===== src/rtl/move_scheduler.sv =====
// rtl/move_scheduler.sv - frame-level update sequencer for mover instances; define MOVE_SCHED_ROTATE_EN to rotate the service start object
module move_scheduler #(
  parameter int NUM_OBJ        = 4,
  parameter int TIMEOUT_CYCLES = 1024
) (
  input  logic                       clk,
  input  logic                       reset,
  input  logic                       startOfFrame,
  input  logic                       pause,
  input  logic                       clear_err,
  input  logic [NUM_OBJ-1:0]         obj_enable,
  input  logic [NUM_OBJ-1:0]         upd_done,
  output logic [NUM_OBJ-1:0]         upd_req,
  output logic [$clog2(NUM_OBJ)-1:0] cur_obj,
  output logic                       frame_busy,
  output logic                       frame_done,
  output logic [15:0]                frame_count,
  output logic                       overrun,
  output logic [NUM_OBJ-1:0]         timeout_err
);

  localparam int IW = $clog2(NUM_OBJ);
  localparam int TW = $clog2(TIMEOUT_CYCLES);

  localparam logic [IW-1:0] LAST_IDX = IW'(NUM_OBJ - 1);
  localparam logic [IW:0]   SCAN_ALL = (IW+1)'(NUM_OBJ);
  localparam logic [TW-1:0] T_LAST   = TW'(TIMEOUT_CYCLES - 1);

  typedef enum logic [1:0] {
    WAIT_SOF_ST,
    SCAN_ST,
    REQ_ST,
    DONE_ST
  } state_t;

  state_t             state;
  logic [IW-1:0]      idx;
  logic [IW-1:0]      start_idx;
  logic [IW:0]        scanned;
  logic [TW-1:0]      tcnt;

  logic [IW-1:0]      idx_inc;
  logic [IW:0]        scanned_inc;
  logic [NUM_OBJ-1:0] idx_onehot;
  logic               req_done;
  logic               req_tmo;

  // cur_obj is the registered scan/service index itself
  assign cur_obj = idx;

  // next-index arithmetic and request completion conditions
  always_comb begin
    idx_inc          = (idx == LAST_IDX) ? '0 : idx + 1'b1;
    scanned_inc      = scanned + 1'b1;
    idx_onehot       = '0;
    idx_onehot[idx]  = 1'b1;
    req_done         = (state == REQ_ST) && upd_done[idx];
    // a done in the final allowed cycle wins over the timeout
    req_tmo          = (state == REQ_ST) && !upd_done[idx] && (tcnt == T_LAST);
  end

`ifdef MOVE_SCHED_ROTATE_EN
  logic [IW-1:0] start_inc;
  assign start_inc = (start_idx == LAST_IDX) ? '0 : start_idx + 1'b1;
`endif

  // frame sequencing FSM with registered request, busy, done and count outputs
  always_ff @(posedge clk or posedge reset) begin
    if (reset) begin
      state       <= WAIT_SOF_ST;
      idx         <= '0;
      start_idx   <= '0;
      scanned     <= '0;
      tcnt        <= '0;
      upd_req     <= '0;
      frame_busy  <= 1'b0;
      frame_done  <= 1'b0;
      frame_count <= '0;
    end else begin
      frame_done <= 1'b0;
      case (state)
        WAIT_SOF_ST: begin
          // paused frames are skipped entirely: no count, no rotation
          if (startOfFrame && !pause) begin
            state      <= SCAN_ST;
            idx        <= start_idx;
            scanned    <= '0;
            frame_busy <= 1'b1;
          end
        end

        SCAN_ST: begin
          if (scanned == SCAN_ALL) begin
            state      <= DONE_ST;
            frame_done <= 1'b1;
          end else if (obj_enable[idx]) begin
            state   <= REQ_ST;
            upd_req <= idx_onehot;
            tcnt    <= '0;
          end else begin
            idx     <= idx_inc;
            scanned <= scanned_inc;
            // skipping the last unvisited object finishes the frame directly
            if (scanned_inc == SCAN_ALL) begin
              state      <= DONE_ST;
              frame_done <= 1'b1;
            end
          end
        end

        REQ_ST: begin
          if (req_done || req_tmo) begin
            upd_req <= '0;
            state   <= SCAN_ST;
            idx     <= idx_inc;
            scanned <= scanned_inc;
            tcnt    <= '0;
          end else begin
            tcnt <= tcnt + 1'b1;
          end
        end

        DONE_ST: begin
          frame_count <= frame_count + 16'd1;
          frame_busy  <= 1'b0;
          state       <= WAIT_SOF_ST;
`ifdef MOVE_SCHED_ROTATE_EN
          start_idx   <= start_inc;
`else
          start_idx   <= '0;
`endif
        end

        default: begin
          state   <= WAIT_SOF_ST;
          upd_req <= '0;
        end
      endcase
    end
  end

  // sticky error flags; a new set condition overrides a simultaneous clear
  always_ff @(posedge clk or posedge reset) begin
    if (reset) begin
      overrun     <= 1'b0;
      timeout_err <= '0;
    end else begin
      overrun     <= (overrun && !clear_err) || (startOfFrame && frame_busy);
      timeout_err <= (clear_err ? '0 : timeout_err) | (req_tmo ? idx_onehot : '0);
    end
  end

endmodule


===== config.mk =====
export PLATFORM = sky130hd
export DESIGN_NAME = move_scheduler
export DESIGN_NICKNAME = d
export VERILOG_FILES = /design/src/rtl/move_scheduler.sv
export SDC_FILE = /design/constraint.sdc
export NUM_CORES = 1
export LEC_CHECK = 0
export ABC_CLOCK_PERIOD_IN_PS = 2200
export CAP_MARGIN = 20
export CORE_MARGIN = 5
export CORE_UTILIZATION = 47
export DETAILED_ROUTE_END_ITERATION = 12
export HOLD_SLACK_MARGIN = 0.08
export PLACE_DENSITY = 0.78
export SETUP_SLACK_MARGIN = 0.3
export SLEW_MARGIN = 20
export SYNTH_ARGS = -nofsm -noshare
export SYNTH_HDL_FRONTEND = slang
export SYNTH_SLANG_ARGS = --single-unit

===== constraint.sdc =====
create_clock -name clk -period 2.2 [get_ports clk]
set_clock_uncertainty 0.2 [all_clocks]
set_input_delay 0.33 -clock clk [delete_from_list [all_inputs] [get_ports clk]]
set_output_delay 0.33 -clock clk [all_outputs]
set_load 0.005 [all_outputs]

==> summary.md, run 1 <==
| Metric | Value |
|---|---|
| Run status | finished clean |
| Flops & latches, synth | 44 |
| Slew @ Worst Pin | 0.694 ns |
| RSZ-0062 raised after global routing | yes |
| Root buf cell | clkbuf_8 |
| CP max-delay cell | mux4_2 |
| Fill cells | 353 |
| Setup violators final | 0 |
| Max Slew Vio Count | 0 |
| Io pins | 42 |
| Reg2Reg Setup Slack | 0.13 ns |
| Drt drc | 0 |
| Register area share after synthesis | 48.8% |
| FF/Latch Area | 0.00110 mm2 |
| Worst Setup SP | cur_obj[0] |
| Die Wd | 79.3 um |
| Clock period minus worst slack | 2.07 ns |
| Cell area after layout | 0.00320 mm2 |
| Crit path kind | register to register |
| Area of the core | 0.00469 mm2 |
| WP data required | 2.19 ns |
| GR Util All Layers | 17.0% |
| Number of H-tree levels | 2 |
| Cell Chain, Critical Path | mux4_2 -> o311ai_2 -> mux2_4 |
| Dpl ws | -0.202 ns |
| HPWL Detailed | 3550 um |
| Critical path startpoint category | register |
| Post-route setup TNS | 0 ns |
| Clock power frac | 17.3% |
| Synth Warn # | 0 |
| Vias in the first global route | 1,810 |
| Crit path DAT | 2.06 ns |
| GP Congestion | 0.856 |
| Static Leak | 1.39 nW |
| Most frequent cells in the layout | dfrtp_1, clkdlybuf4s50_1, nand2_1, inv_1, buf_4 |
| Placed Area | 0.00287 mm2 |
| Mapped Nets | 247 |
| Critical Path Max Stage Delay | 0.64 ns |
| Mapped Area | 0.00226 mm2 |
| CTS tree | built |
| Final ANT Viol Nets | 0 |
| DRT Pass-1 Iters | 4 |
| CTS hold repair buffers | 0 |
| Max-Cap Viols | 0 |
| Hold Vio Cnt, Final | 0 |
| Reg2reg start | cur_obj[0] |
| Fmax achieved | 482 MHz |
| Fraction of registers with async set or reset after synthesis | 100% |
| Slew headroom | 53.4% |
| Most common cell after layout, fill and taps aside | dfrtp_1 |
| Ys flop type | dfrtp_1 |
| WL final | 5160 um |
| Die height | 79.3 um |
| Via Count | 1,853 |
| VDD IR max | 0.665 mV |
| Area growth syn-to-layout | 41.9% |
| Largest net degree at the start of global routing | 28 |
| Multi-input logic area | 0.00123 mm2 |
| First-pass GRT wire length | 8430 um |
| DR WL/cell | 15.0 um |
| CTS clk-pin slew, worst paths | 0.09 ns |
| Hold Path Class | primary input to async pin |
| Initial cell density of the core | 48.1% |
| Setup WS post-layout | 0.126 ns |
| Syn_area_per_cell | 10.2 um2 |
| Combinational power share | 52.8% |
| Layout cell share with drive strength beyond 1 | 21.4% |
| Cell variety after synth | 37 |
| Worst-Skew Late Latency | 0.30 ns |
| Bufs and invs on worst path | 0 |
| Num CTS Buffers | 5 |
| Clk sinks | 44 |
| Sequential Power Share | 29.9% |
| Final period util | 94.3% |
| Die footprint | 0.00629 mm2 |
| Nets@finish | 315 |
| Worst setup path endpoint | state[0] |
| Number of diodes | 0 |
| R2R depth | 3 |
| Crit Path Max Fanout | 6 |
| Post-Syn Instances | 221 |
| Critical path depth in cells | 3 |
| Initial antenna violation count | 0 |
| Port Buffers | 41 |
| Critical Path End Type | register |
| Cell Pwr Density | 1190 mW/mm2 |
| Drt first-iter violations | 95 |
| Post-synth EDFFs | 0 |
| Int Pwr | 2.39 mW |
| Core Rows | 25 |
| Maximum buffer depth of the clock tree | 2 |
| Largest delay contributor family on the critical path | multiplexers |
| RR Endpoint | state[0] |
| Sw frac | 37.3% |
| Via density | 5.39 |
| Total gr overflow | 0 |
| Net Sw Power | 1.42 mW |
## kinds of logic after synthesis
family	Yosys count	synth area share (%)
AO/OA/AOI/OAI	38	11.4
multiplexers	11	6.10
adder cells (fa/ha/maj)	13	7.21
buffers and inverters	24	4.10
AND/OR/NAND/NOR	76	16.6
XOR/XNOR	15	5.82
flip-flops	44	48.8
## what timing repair did
item	4_1_cts	5_1_grt
setup buffers	4	3
gates resized for setup	17	18
setup endpoints to repair	25	34
pin swaps	11	9
cloned	1	0
## worst min-delay path by stage
stage          slack, ns               to  cells after the start
6_report            0.15  frame_count[15]                      2
2_1_floorplan       0.23   timeout_err[2]                      1
5_1_grt             0.19  frame_count[14]                      2
3_5_place_dp        0.26  frame_count[15]                      1
3_3_place_gp        0.26  frame_count[15]                      1
4_1_cts             0.17  frame_count[10]                      2
## flip-flops by register name, summed over array words and instances, names as in the netlist
signal and cells:
frame_count 16, tcnt 10, timeout_err 4, upd_req 4, scanned 3, cur_obj 2, state 2, frame_busy 1
frame_done 1, overrun 1
## synth_stat cells, drive strengths merged, types with 3 or more instances
cell type	count	area [um2]
xor2	7	61.3
ha	13	163
o2bb2ai	7	61.3
o21bai	3	22.5
inv	21	78.8
nand2b	5	38.8
nand3	9	50.1
mux2i	7	70.1
xnor2	8	70.1
a32oi	4	35.0
or3	3	18.8
a21oi	5	25.0
nand2	28	105
dfrtp	44	1100
nor3	6	30.0
nor2	11	41.3
nor2b	3	18.8
nand4	5	31.3
o21ai	13	65.1
## routing by layer
layer  track usage, %  part of all wire (%)  wire length, um
met5                0                     0                0
met4             7.56                   2.2              114
met3             3.40                   3.1              158
met2             27.4                    49             2540
met1             22.2                    46             2350
## through the flow
step | hold WS, ns | cells | power (mW) | utilization, %
finish | 0.153 | 344 | 3.81 | 68.3
global placement | 0.259 | 328 | 2.73 | 61.3
detailed placement | 0.264 | 328 | 2.77 | 61.3
global route | 0.192 | 344 | 4.05 | 68.3
floorplan | 0.226 | 221 | 2.12 | -
CTS | 0.166 | 341 | 3.68 | 66.0
## power by group through the flow
stage	clock network, mW	registers, mW	logic [mW]
5_1_grt	0.718	1.17	2.17
4_1_cts	0.671	1.14	1.87
3_3_place_gp	0	1.16	1.58
2_1_floorplan	0	1.14	0.979
3_5_place_dp	0	1.16	1.61
6_report	0.658	1.14	2.01
## worst register-to-register path, stage by stage (launching register included)
cell,delay [ns]
dfrtp_2,0.42
mux4_2,0.64
o311ai_2,0.38
mux2_4,0.34
## area by class of cell
type / count / share of cell area, %
timing repair buffer: 63 / 18.7
clock inverter: 2 / 1.21
multi-input combinational: 154 / 38.6
inverter: 21 / 2.46
clock buffer: 6 / 2.58
sequential: 44 / 34.4
tap: 54 / 2.11
(Power assumes the default switching activity.)
==> inputs of run 2 (changes only) <==
--- a/config.mk
+++ b/config.mk
@@ -5,10 +5,11 @@
 export SDC_FILE = /design/constraint.sdc
 export NUM_CORES = 1
 export LEC_CHECK = 0
+export ABC_AREA = 1
 export ABC_CLOCK_PERIOD_IN_PS = 2200
 export CAP_MARGIN = 20
 export CORE_MARGIN = 5
-export CORE_UTILIZATION = 47
+export CORE_UTILIZATION = 48
 export DETAILED_ROUTE_END_ITERATION = 12
 export HOLD_SLACK_MARGIN = 0.08
 export PLACE_DENSITY = 0.78
==> summary.md, run 2 <==
| Metric | Value |
|---|---|
| Bufs and invs on worst path | 1 |
| Crit Path Max Fanout | 5 |
| Min Hold Slack | 0.0916 ns |
| Ys flop type | dfrtp_1 |
| DR WL/cell | 12.6 um |
| Die height | 82.8 um |
| Area of the core | 0.00514 mm2 |
| Top reg by flops | frame_count |
| Synth top area share | 43.3% |
| Critical path startpoint category | register |
| Slew headroom | 68.7% |
| Die Wd | 82.8 um |
| Most frequent cells in the layout | nand2_1, inv_1, dfrtp_1, clkdlybuf4s50_1, nor2_1 |
| Via Count | 2,089 |
| Setup violators final | 0 |
| Via density | 4.87 |
| Largest net degree at the start of global routing | 34 |
| Nets@finish | 385 |
| Layout cell share with drive strength beyond 1 | 9.47% |
| Drt drc | 0 |
| DRT met1 WL | 2470 um |
| Int Pwr | 1.77 mW |
| Most common cell after layout, fill and taps aside | nand2_1 |
| Leading cell types by count after synthesis | nand2_1, inv_1, dfrtp_1 |
| WL final | 5410 um |
| Maximum buffer depth of the clock tree | 2 |
| Leading area contributor after synthesis | dfrtp_1 |
| Hold Path Class | primary input to async pin |
| Root buf cell | clkbuf_8 |
| GR Util All Layers | 17.4% |
| Max Slew Vio Count | 0 |
| Total gr overflow | 0 |
| Crit path DAT | 1.30 ns |
| Clock power frac | 15.9% |
| Metal3 WL | 235 um |
| Reg2Reg Setup Slack | 0.42 ns |
| First-pass GRT wire length | 8940 um |
| Post-route setup TNS | 0 ns |
| Initial cell density of the core | 49.4% |
| Clock period minus worst slack | 1.83 ns |
| Sw frac | 42.4% |
| CTS hold repair buffers | 0 |
| Biggest registers after layout | frame_count: 16 flops, tcnt: 10 flops |
| Top cells by area, synth | dfrtp_1, nand2_1, inv_1, ha_1, nand3_1 |
| Sequential Power Share | 36.7% |
| Final ANT Viol Nets | 0 |
| Crit path kind | register to output port |
| Largest register FFs | 16 |
| VDD IR max | 0.598 mV |
| Net Sw Power | 1.31 mW |
| DR top layer | met4 |
| Post-synth EDFFs | 0 |
| Largest delay contributor family on the critical path | buffers and inverters |
| DRT Pass-1 Iters | 4 |
| Mapped Nets | 339 |
| Vias in the first global route | 1,998 |
| Combinational power share | 47.4% |
| Critical Path End Type | output port |
| Area growth syn-to-layout | 23.7% |
| Clk sinks | 44 |
| HPWL Detailed | 4200 um |
| CP max-delay cell | clkdlybuf4s50_1 |
| Number of H-tree levels | 2 |
| Die footprint | 0.00685 mm2 |
| Number of diodes | 0 |
| Flops & latches, synth | 44 |
| Cell Chain, Critical Path | clkdlybuf4s50_1 |
| Synth Warn # | 0 |
| Run status | finished clean |
| Cell Pwr Density | 979 mW/mm2 |
| Drt first-iter violations | 87 |
| Port Buffers | 41 |
| Routed wl met2 | 2620 um |
| Core Rows | 26 |
| Mapped Area | 0.00254 mm2 |
| Cell variety after synth | 34 |
| Register area share after synthesis | 43.3% |
| WP data required | 1.67 ns |
| CTS tree | built |
| RSZ-0062 raised after global routing | no |
| Top-count cell post-synth | nand2_1 |
| GP Congestion | 0.832 |
| Worst-Skew Late Latency | 0.30 ns |
| Max-Cap Viols | 0 |
| Slew @ Worst Pin | 0.467 ns |
| Static Leak | 1.53 nW |
| Critical Path Max Stage Delay | 0.54 ns |
| Fraction of registers with async set or reset after synthesis | 100% |
| Final period util | 83.1% |
| Initial antenna violation count | 0 |
| Hold Vio Cnt, Final | 0 |
| Post-Syn Instances | 313 |
| Num CTS Buffers | 5 |
| Io pins | 42 |
| Syn_area_per_cell | 8.12 um2 |
| CTS clk-pin slew, worst paths | 0.09 ns |
| Fmax achieved | 547 MHz |
## run 2: cell count changes after synthesis, sizes merged, moves of 4 or more
cell     previous run  this run
nand4               5        14
nor2               11        30
inv                21        55
xor2                7        11
mux2i               7         0
nand3               9        24
o2bb2ai             7         0
nand2              28        83
a32oi               4         0
xnor2               8         4
nand2b              5         0
## run 2: area by class of cell
| type | count | area (um2) |
|---|---|---|
| multi-input cells | 209 | 1220 |
| well taps | 70 | 87.6 |
| clock buffers | 5 | 68.8 |
| fillers | 471 | 2000 |
| repair buffers | 44 | 445 |
| inverters | 55 | 209 |
| clock inverters | 2 | 12.5 |
| flip-flops and latches | 44 | 1100 |
## run 2: logic make-up (layout without fill, tap and decap cells)
kind of cell | Yosys count | count (layout) | share of synthesized area (%)
and+or+nand+nor | 157 | 157 | 30.0
xor gates and xnor gates | 15 | 15 | 5.17
AOI/OAI and AO/OA | 24 | 24 | 5.56
DFF | 44 | 44 | 43.3
adders and majority gates | 13 | 13 | 6.40
buffers and inverters | 60 | 106 | 9.50
## run 2: metal layers
metal,global-route usage (%),vias to the layer above
met5,0,-
met4,7.35,0
met3,3.90,9
met2,28.7,35
met1,21.8,966
li1,-,1079
## run 2: final timing paths
| check | from | end | cells past startpoint |
|---|---|---|---|
| worst min-delay path | reset | timeout_err[1] | 2 |
| worst max-delay path | frame_count[8] | frame_count[8] | 1 |
| max in group asynchronous | reset | state[0] | 3 |
| worst max register to register | state[1] | cur_obj[1] | 7 |
| min in group clk | frame_count[15] | frame_count[15] | 1 |
| worst min register to register | frame_count[15] | frame_count[15] | 1 |
## run 2: metrics by stage
stage          instance area [um2]  power, mW  worst slack (ns)  utilization (%)  std cells
6_report                      3140       3.08             0.372             61.2        429
5_1_grt                       3140       3.35             0.293             61.2        429
4_1_cts                       3120       3.08             0.315             60.8        429
3_5_place_dp                  3040       2.58             0.268             59.2        422
3_3_place_gp                  3040       2.54             0.307             59.2        422
2_1_floorplan                 2540       2.13             0.546                -        313
## run 2: what timing repair did
item                                    in CTS  in global routing
endpoints found under the setup margin       1                 17
buffers inserted                             0                  0
resized for setup                            1                  6
pin swaps                                    0                  1
## run 2: power groups by stage
| stage | registers, mW | clock network, mW | logic [mW] |
|---|---|---|---|
| 5_1_grt | 1.15 | 0.530 | 1.66 |
| 6_report | 1.13 | 0.489 | 1.46 |
| 4_1_cts | 1.12 | 0.502 | 1.46 |
| 2_1_floorplan | 1.11 | 0 | 1.02 |
| 3_5_place_dp | 1.13 | 0 | 1.45 |
| 3_3_place_gp | 1.12 | 0 | 1.41 |
==> inputs of run 3 (changes only) <==
--- a/config.mk
+++ b/config.mk
@@ -6,13 +6,13 @@
 export NUM_CORES = 1
 export LEC_CHECK = 0
 export ABC_AREA = 1
-export ABC_CLOCK_PERIOD_IN_PS = 2200
+export ABC_CLOCK_PERIOD_IN_PS = 1890
 export CAP_MARGIN = 20
 export CORE_MARGIN = 5
-export CORE_UTILIZATION = 48
+export CORE_UTILIZATION = 53
 export DETAILED_ROUTE_END_ITERATION = 12
 export HOLD_SLACK_MARGIN = 0.08
-export PLACE_DENSITY = 0.78
+export PLACE_DENSITY = 0.81
 export SETUP_SLACK_MARGIN = 0.3
 export SLEW_MARGIN = 20
 export SYNTH_ARGS = -nofsm -noshare
==> constraint.sdc (replaced) <==
create_clock -name clk -period 1.89 [get_ports clk]
set_clock_uncertainty 0.2 [all_clocks]
set_input_delay 0.2835 -clock clk [delete_from_list [all_inputs] [get_ports clk]]
set_output_delay 0.2835 -clock clk [all_outputs]
set_load 0.005 [all_outputs]
==> summary.md, run 3 (synthesis gave the netlist of run 2 again) <==
| Metric | Value |
|---|---|
| Most frequent cells in the layout | nand2_1, buf_4, inv_1, dfrtp_1, dlygate4sd2_1 |
| Final core occ | 91.7% |
| CTS tree | built |
| GR Util All Layers | 26.7% |
| Most common cell after layout, fill and taps aside | nand2_1 |
| Clock power frac | 14.0% |
| Crit Path Max Fanout | 5 |
| Die height | 79.2 um |
| Hold Path Class | primary input to async pin |
| Initial cell density of the core | 54.2% |
| DRT Pass-1 Iters | 5 |
| Final period util | 103% |
| Placed Area | 0.00306 mm2 |
| Total gr overflow | 0 |
| First-pass GRT wire length | 12,900 um |
| WP data required | 1.89 ns |
| Num CTS Buffers | 5 |
| Die footprint | 0.00628 mm2 |
| DR WL/cell | 23.0 um |
| Drt drc | 0 |
| Static Leak | 2.16 nW |
| Clock period minus worst slack | 1.94 ns |
| Crit path DAT | 1.94 ns |
| Setup WS post-layout | -0.0493 ns |
| Cell Pwr Density | 1410 mW/mm2 |
| Critical Path End Type | register |
| Hold Vio Cnt, Final | 0 |
| Maximum buffer depth of the clock tree | 2 |
| Via density | 6.18 |
| Via Count | 3,003 |
| Setup violators final | 5 |
| Crit path kind | register to register |
| Sw frac | 46.1% |
| Area growth syn-to-layout | 69.3% |
| Port Buffers | 41 |
| Max-Cap Viols | 0 |
| Combinational power share | 64.1% |
| Net Sw Power | 2.79 mW |
| CTS clk-pin slew, worst paths | 0.09 ns |
| Largest net degree at the start of global routing | 45 |
| Initial antenna violation count | 0 |
| CP max-delay cell | dfrtp_1 |
| Number of H-tree levels | 2 |
| Biggest registers after layout | frame_count: 16 flops, tcnt: 10 flops |
| Core Rows | 25 |
| Critical path startpoint category | register |
| RSZ-0062 raised after global routing | yes |
| Clk sinks | 44 |
| Int Pwr | 3.26 mW |
| Top reg by flops | frame_count |
| Slew @ Worst Pin | 0.286 ns |
| Die Wd | 79.2 um |
| Final ANT Viol Nets | 0 |
| Max Slew Vio Count | 0 |
| Failing checks | negative setup slack |
| Number of diodes | 0 |
| GP Congestion | 0.866 |
| HPWL Detailed | 4060 um |
| VDD IR max | 1.42 mV |
| Io pins | 42 |
| Worst-Skew Late Latency | 0.32 ns |
| Reg2Reg Setup Slack | -0.05 ns |
| Fmax achieved | 516 MHz |
| Root buf cell | clkbuf_8 |
| Vias in the first global route | 2,639 |
| Run status | complete, but fails checks |
| Largest register FFs | 16 |
| Slew headroom | 80.9% |
| Pwr Total | 6.05 mW |
| Drt first-iter violations | 380 |
| Cell Chain, Critical Path | ha_2 -> nand2_2 -> nor2_4 -> nand3_4 -> nand3_4 -> inv_6 -> nor2_4 -> o21ai_2 |
| Cell area after layout | 0.00430 mm2 |
| Nets@finish | 457 |
| WL final | 11,200 um |
| Fill cells | 170 |
| Sequential Power Share | 21.9% |
| Layout cell share with drive strength beyond 1 | 44.0% |
| Min Hold Slack | 0.105 ns |
| Area of the core | 0.00469 mm2 |
| Critical Path Max Stage Delay | 0.41 ns |
## run 3: critical path, delay by kind of cell (launching register included)
kind | cells | cell delay [ns]
and+or+nand+nor | 5 | 0.78
AOI/OAI and AO/OA | 1 | 0.12
buffers and inverters | 1 | 0.07
adders and majority gates | 1 | 0.23
DFF | 1 | 0.41
## run 3: final cells by class
class | count | area, um2 | area share [%]
tap | 54 | 67.6 | 1.57
multi-input combinational | 211 | 1750 | 40.6
clock inverter | 1 | 30.0 | 0.698
inverter | 55 | 226 | 5.26
clock buffer | 7 | 96.3 | 2.24
sequential | 44 | 1110 | 25.7
timing repair buffer | 114 | 1030 | 23.9
## run 3: per-stage QoR
| step | setup WS, ns | instances | TNS [ns] |
|---|---|---|---|
| detailed placement | 0.0662 | 410 | 0 |
| floorplan | 0.284 | 313 | 0 |
| finish | -0.0493 | 486 | -0.127 |
| global placement | 0.112 | 410 | 0 |
| global route | -0.0728 | 486 | -0.304 |
| CTS | 0.193 | 466 | 0 |
## run 3: power by group through the flow
stage | clock [mW] | combinational [mW] | sequential, mW
5_1_grt | 0.874 | 4.06 | 1.33
3_3_place_gp | 0 | 1.71 | 1.31
2_1_floorplan | 0 | 1.21 | 1.30
4_1_cts | 0.818 | 2.60 | 1.26
3_5_place_dp | 0 | 1.75 | 1.31
6_report | 0.848 | 3.88 | 1.32
## run 3: path summary, 6_finish.rpt
check                           startpoint         endpoint  depth (start not counted)
worst min register to register  upd_req[1]       upd_req[1]                          2
worst max-delay path               tcnt[0]       cur_obj[0]                          8
min in group clk                upd_req[1]       upd_req[1]                          2
worst max register to register     tcnt[0]       cur_obj[0]                          8
worst min-delay path                 reset  frame_count[14]                          3
max in group asynchronous            reset   frame_count[0]                          3
## run 3: metal layers
metal,wire [um],vias to the layer above,GRT usage [%]
li1,-,1228,-
met1,4130,1436,31.6
met2,5490,267,45.5
met3,972,72,5.90
met4,582,0,12.9
met5,0,-,0
## run 3: repair_timing
action,CTS,global route
pin swaps,33,48
gates cloned,1,1
setup endpoints to repair,62,37
hold buffers,0,0
resized for setup,90,93
buffers inserted,47,19
